### config.mk
export PLATFORM = sky130hd
export DESIGN_NAME = systolic_array_ctrl
export DESIGN_NICKNAME = d
export VERILOG_FILES = /design/src/rtl/systolic_array_ctrl.sv
export SDC_FILE = /design/constraint.sdc
export NUM_CORES = 2
export LEC_CHECK = 0
export BUFFER_PORTS_ARGS = -buffer_cell sky130_fd_sc_hd__buf_2
export CAP_MARGIN = 40
export CORE_ASPECT_RATIO = 1.2
export CORE_MARGIN = 4
export CORE_UTILIZATION = 35
export CTS_CLUSTER_DIAMETER = 150
export DETAILED_ROUTE_END_ITERATION = 8
export PLACE_DENSITY = 0.64
export SLEW_MARGIN = 20
export SYNTH_ARGS = -nofsm -noshare
export SYNTH_HDL_FRONTEND = slang
export SYNTH_SLANG_ARGS = --single-unit
### constraint.sdc
create_clock -name clk -period 23.2 [get_ports clk]
set_input_delay 4.64 -clock clk [delete_from_list [all_inputs] [get_ports clk]]
set_output_delay 4.64 -clock clk [all_outputs]
set_load 0.03 [all_outputs]
### src/rtl/systolic_array_ctrl.sv
// rtl/systolic_array_ctrl.sv - job sequencer that fills, feeds, drains and reads out an N x N systolic array
module systolic_array_ctrl #(
    parameter int N = 4,
    parameter int W = 32,
    localparam int RW = (N > 1) ? $clog2(N) : 1
) (
    input  logic                 clk,
    input  logic                 rst,
    input  logic                 start,
    input  logic                 abort,
    output logic                 busy,
    output logic                 done,
    input  logic                 src_valid,
    output logic                 src_ready,
    input  logic [N*W-1:0]       src_x,
    input  logic [N*W-1:0]       src_w,
    output logic                 arr_start,
    output logic [N*W-1:0]       arr_x_in,
    output logic [N*W-1:0]       arr_w_in,
    input  logic                 arr_stall,
    input  logic [N*N*W-1:0]     arr_psum,
    output logic                 res_valid,
    input  logic                 res_ready,
    output logic [N*W-1:0]       res_data,
    output logic [RW-1:0]        res_row,
    output logic [31:0]          perf_cycles
);

    // One counter is shared: fill slot f, run beat b and output row r are
    // never live at the same time. It must reach 3N-2 during RUN.
    localparam int CW = $clog2(3 * N);
    localparam int SW = $clog2(2 * N);

    typedef enum logic [2:0] {
        IDLE,
        FILL,
        RUN,
        FLUSH,
        OUT
    } state_t;

    state_t           state, state_n;
    logic [CW-1:0]    idx, idx_n;
    logic [31:0]      perf_n;

    // Operand buffer: 2N beats of x and w, captured during FILL only.
    logic [N*W-1:0]   xbuf [0:2*N-1];
    logic [N*W-1:0]   wbuf [0:2*N-1];

    // Partial-sum matrix viewed as N rows, row 0 in the low bits.
    logic [N*W-1:0]   psum_row [0:N-1];

    genvar gi;
    generate
        for (gi = 0; gi < N; gi++) begin : g_rows
            assign psum_row[gi] = arr_psum[gi*N*W +: N*W];
        end
    endgenerate

    // State, shared counter and performance counter; reset wins asynchronously.
    always_ff @(posedge clk or posedge rst) begin
        if (rst) begin
            state       <= IDLE;
            idx         <= '0;
            perf_cycles <= '0;
        end else begin
            state       <= state_n;
            idx         <= idx_n;
            perf_cycles <= perf_n;
        end
    end

    // Buffer capture; contents are irrelevant until a full fill has completed.
    always_ff @(posedge clk) begin
        if (state == FILL && src_valid) begin
            xbuf[idx[SW-1:0]] <= src_x;
            wbuf[idx[SW-1:0]] <= src_w;
        end
    end

    assign busy = (state != IDLE);

    // Next-state and output decode; abort overrides every other transition.
    always_comb begin
        state_n   = state;
        idx_n     = idx;
        perf_n    = perf_cycles;
        src_ready = 1'b0;
        arr_start = 1'b0;
        arr_x_in  = '0;
        arr_w_in  = '0;
        res_valid = 1'b0;
        res_data  = '0;
        res_row   = '0;
        done      = 1'b0;

        case (state)
            IDLE: begin
                if (start && !abort) begin
                    state_n = FILL;
                    idx_n   = '0;
                    perf_n  = '0;
                end
            end

            FILL: begin
                src_ready = 1'b1;
                if (abort) begin
                    state_n = IDLE;
                    idx_n   = '0;
                end else if (src_valid) begin
                    if (idx == CW'(2*N - 1)) begin
                        state_n = RUN;
                        idx_n   = '0;
                    end else begin
                        idx_n = idx + 1'b1;
                    end
                end
            end

            RUN: begin
                arr_start = 1'b1;
                if (perf_cycles != 32'hFFFF_FFFF) begin
                    perf_n = perf_cycles + 32'd1;
                end
                // Beats past the buffer are zero drain beats that push the
                // last operands through the array.
                if (idx < CW'(2*N)) begin
                    arr_x_in = xbuf[idx[SW-1:0]];
                    arr_w_in = wbuf[idx[SW-1:0]];
                end
                if (abort) begin
                    state_n = IDLE;
                    idx_n   = '0;
                end else if (!arr_stall) begin
                    if (idx == CW'(3*N - 2)) begin
                        state_n = FLUSH;
                        idx_n   = '0;
                    end else begin
                        idx_n = idx + 1'b1;
                    end
                end
            end

            FLUSH: begin
                arr_start = 1'b1;
                if (perf_cycles != 32'hFFFF_FFFF) begin
                    perf_n = perf_cycles + 32'd1;
                end
                if (abort) begin
                    state_n = IDLE;
                    idx_n   = '0;
                end else if (!arr_stall) begin
                    state_n = OUT;
                    idx_n   = '0;
                end
            end

            OUT: begin
                res_valid = 1'b1;
                res_row   = idx[RW-1:0];
                res_data  = psum_row[idx[RW-1:0]];
                if (abort) begin
                    state_n = IDLE;
                    idx_n   = '0;
                end else if (res_ready) begin
                    if (idx == CW'(N - 1)) begin
                        // Done fires inside OUT, so it can never coincide
                        // with a start being sampled in IDLE.
                        done    = 1'b1;
                        state_n = IDLE;
                        idx_n   = '0;
                    end else begin
                        idx_n = idx + 1'b1;
                    end
                end
            end

            default: begin
                state_n = IDLE;
                idx_n   = '0;
            end
        endcase
    end

endmodule

==> impl_metrics.env <==
export IMPL_crit_required_ns=18.56
export IMPL_cap_viol_max_count=0
export IMPL_path_max_fanout=12
export IMPL_arrival_ns=6.44
export IMPL_wl_per_cell_um=36.2
export IMPL_vdd_drop_max_v=0.0000780
export IMPL_postSynthCellCount=4186
export IMPL_period_needed_ns=11.08
export IMPL_io_pins=1198
export IMPL_cp_cell_sequence="buf_2, mux4_2, nor2b_1, buf_2"
export IMPL_crit_path_frequent_cell="buf_2"
export IMPL_yosysWarnings=0
export IMPL_path_buf_inv=2
export IMPL_critPathCapture="res_data[56]"
export IMPL_postRouteWirelength_mm=315
export IMPL_clock_root_buffer="clkbuf_16"
export IMPL_dr_pass1_iters=6
export IMPL_crit_path_top_delay_cell="nor2b_1"
export IMPL_grt_pass1_vias=48000
export IMPL_drive_above_1_share_pct=31.8
export IMPL_synth_area_um2=79000
export IMPL_final_max_slew_violation_count=0
export IMPL_ys_seq_elements=2087
export IMPL_synth_simple_area_share_pct=2.11
export IMPL_cp_end_kind="primary output"
export IMPL_htreeDepth=4
export IMPL_synthDistinctLibCells=65
export IMPL_synth_fp_nets=4964
export IMPL_dp_cells=8151
export IMPL_die_x_um=442
export IMPL_clock_skew_ns=0.115
export IMPL_antenna_found_initial=228
export IMPL_synthToLayoutAreaGrowth_pct=21.5
export IMPL_layout_common_cells="edfxtp_1 (2,048), buf_2 (1,197), a22oi_1 (848)"
export IMPL_via_count=50100
export IMPL_clk_pin_slew_ns=0.07
export IMPL_clkSinkCount=2087
export IMPL_clock_path_buffers=3
export IMPL_muxShareOfSynthArea_pct=3.73
export IMPL_dieArea_um2=233000
export IMPL_clk_latency_ns=0.89
export IMPL_dr_first_iter_drc_count=5734
export IMPL_holdBufCountCts=0
export IMPL_r2r_slack_ns=16.95
export IMPL_grt_pass1_wl_mm=418
export IMPL_hp_class="reg -> reg"
export IMPL_hpwl_mm=216
export IMPL_dominantRegCellSynth="edfxtp_1"
export IMPL_setup_tns_ns=0
export IMPL_grt_usage_pct=25.8
export IMPL_worst_hold_slack_ns=0.514
export IMPL_synth_xor_area_share_pct=0.0111
export IMPL_rsz0062_at_grt="no"
export IMPL_ant_nets=0
export IMPL_fin_crit_sh_pct=47.7
export IMPL_synth_seq_area_share_pct=79.1
export IMPL_critPathMaxStageDelay_ns=0.80
export IMPL_nNetsFinal=6150
export IMPL_r2r_end="wbuf[5][1]$_DFFE_PP_"
export IMPL_crit_cells=4
export IMPL_async_flop_share_pct=1.87
export IMPL_yosys_area_share_adder_pct=0.0475
export IMPL_grt_max_degree=128
export IMPL_syn_area_per_cell_um2=18.9
export IMPL_ff2ff_path_depth=8
export IMPL_fin_area_um2=96000
export IMPL_tritoncts="yes"
export IMPL_nFillCells=19800
export IMPL_relSlewSlack_pct=22.5
export IMPL_placeableCoreArea_um2=224000
export IMPL_synth_compound_area_share_pct=13.3
export IMPL_cts_buffers=189
export IMPL_place_area_um2=88900
export IMPL_stdcell_count=8697
export IMPL_cts_resized=0
export IMPL_powerDensity_nw_per_um2=99.3
export IMPL_initial_core_util_pct=35.3
export IMPL_r2r_start="idx[0]$_DFFE_PP0P_"
export IMPL_die_h_um=529
export IMPL_path_delay_family="simple AND/OR/NAND/NOR gates"
export IMPL_synth_edff_count=2048
export IMPL_status="completed"
export IMPL_gp_congestion=1.04
export IMPL_synth_top_family_by_area="compound AO/OA/AOI/OAI gates"
export IMPL_via_per_inst=5.76
export IMPL_startpoint_type="primary input"
export IMPL_finalHoldViolations=0
export IMPL_max_freq_mhz=90.3
export IMPL_layout_commonest_cell="edfxtp_1"
export IMPL_startpoint="arr_psum[312]"
export IMPL_drcViolationCount=0
export IMPL_post_cts_buffers=0
export IMPL_placement_rows=190
export IMPL_grt_overflow_total=0
export IMPL_setup_violations=0
export IMPL_crit_type="in -> out"
export IMPL_tightest_slew_ns=1.16
export IMPL_cellLeakagePower_nw=31.6
export IMPL_port_buffers=1197
## state kept, by name, indices dropped and copies added, names as in the netlist
name         flops
perf_cycles     32
state            3
xbuf          1024
idx              4
wbuf          1024
## layer usage
| metal | share of wire [%] | global-route usage [%] |
|---|---|---|
| met5 | 0.16 | 0 |
| met4 | 8.1 | 18.4 |
| met3 | 8.5 | 7.00 |
| met2 | 50 | 43.6 |
| met1 | 33 | 28.1 |
## through the flow
step | setup slack, ns | total power [mW] | utilization (%)
6_report | 12.12 | 9.53 | 42.9
5_1_grt | 12.27 | 9.84 | 42.8
4_1_cts | 12.24 | 9.57 | 42.6
3_5_place_dp | 12.25 | 6.39 | 39.7
3_3_place_gp | 12.25 | 6.35 | 39.4
2_1_floorplan | 0.0673 | 5.61 | -
## where the power goes
part | switching [mW] | internal (mW) | leakage, nW
logic | 1.33 | 0.580 | 9.45
registers | 0.0732 | 4.34 | 19.0
clock network | 1.41 | 1.80 | 3.12
total | 2.81 | 6.72 | 31.6
## cell families (layout without fill, tap and decap cells)
| logic type | after synthesis | in the layout |
|---|---|---|
| compound gates | 1360 | 1360 |
| xor+xnor | 1 | 1 |
| buf+inv | 328 | 1668 |
| other cells | 0 | 195 |
| simple gates | 273 | 273 |
| flops | 2087 | 2087 |
| fa+ha+maj | 3 | 3 |
| mux | 134 | 134 |
## synthesized netlist by cell type, types with 3 or more instances
cell type | instances | share of area, %
nand4_1 | 7 | 0.055
mux4_2 | 128 | 3.6
buf_2 | 80 | 0.51
and4_1 | 4 | 0.044
a22oi_1 | 848 | 8.1
a221oi_1 | 88 | 0.98
buf_1 | 31 | 0.15
o31ai_1 | 16 | 0.15
nor2_1 | 14 | 0.066
nor4_1 | 5 | 0.040
o21ai_1 | 23 | 0.15
or3b_1 | 4 | 0.044
edfxtp_1 | 2048 | 78
and3b_1 | 3 | 0.033
o21ai_2 | 3 | 0.033
or4_1 | 5 | 0.048
a22o_1 | 88 | 0.98
nor3_1 | 8 | 0.051
mux2i_1 | 5 | 0.063
nand2_1 | 29 | 0.14
nor2b_1 | 129 | 1.0
nand3_1 | 21 | 0.13
and3_1 | 19 | 0.15
a21oi_1 | 4 | 0.025
nand2b_1 | 5 | 0.040
a21o_1 | 3 | 0.028
dfrtp_1 | 39 | 1.2
nor3b_2 | 3 | 0.048
clkbuf_1 | 204 | 0.97
ha_1 | 3 | 0.048
or3_1 | 3 | 0.024
and2_1 | 4 | 0.032
buf_6 | 3 | 0.043
a41oi_1 | 172 | 1.9
inv_1 | 6 | 0.028
a31oi_1 | 93 | 0.74
## cell type report
class                   count  area [um^2]  area share (%)
inverters                   8         30.0          0.0313
clock buffers             222         4850            5.05
well taps                2976         3720            3.88
multi-input cells        1771        15300            15.9
clock inverters           123         1620            1.69
flip-flops and latches   2087        62500            65.1
diodes                    195          488           0.508
repair buffers           1315         7530            7.84
## worst min path at each step
stage,from,endpoint,slack [ns],cells after the start
after global placement,perf_cycles[29]$_DFFE_PP0P_,perf_cycles[29]$_DFFE_PP0P_,0.50,1
after detailed placement,perf_cycles[31]$_DFFE_PP0P_,perf_cycles[31]$_DFFE_PP0P_,0.50,2
final,perf_cycles[7]$_DFFE_PP0P_,perf_cycles[7]$_DFFE_PP0P_,0.51,1
after global routing,perf_cycles[31]$_DFFE_PP0P_,perf_cycles[31]$_DFFE_PP0P_,0.55,2
after floorplan,idx[3]$_DFFE_PP0P_,idx[3]$_DFFE_PP0P_,0.56,1
after CTS,perf_cycles[29]$_DFFE_PP0P_,perf_cycles[29]$_DFFE_PP0P_,0.52,1
Power figures use the tool's default switching activity.
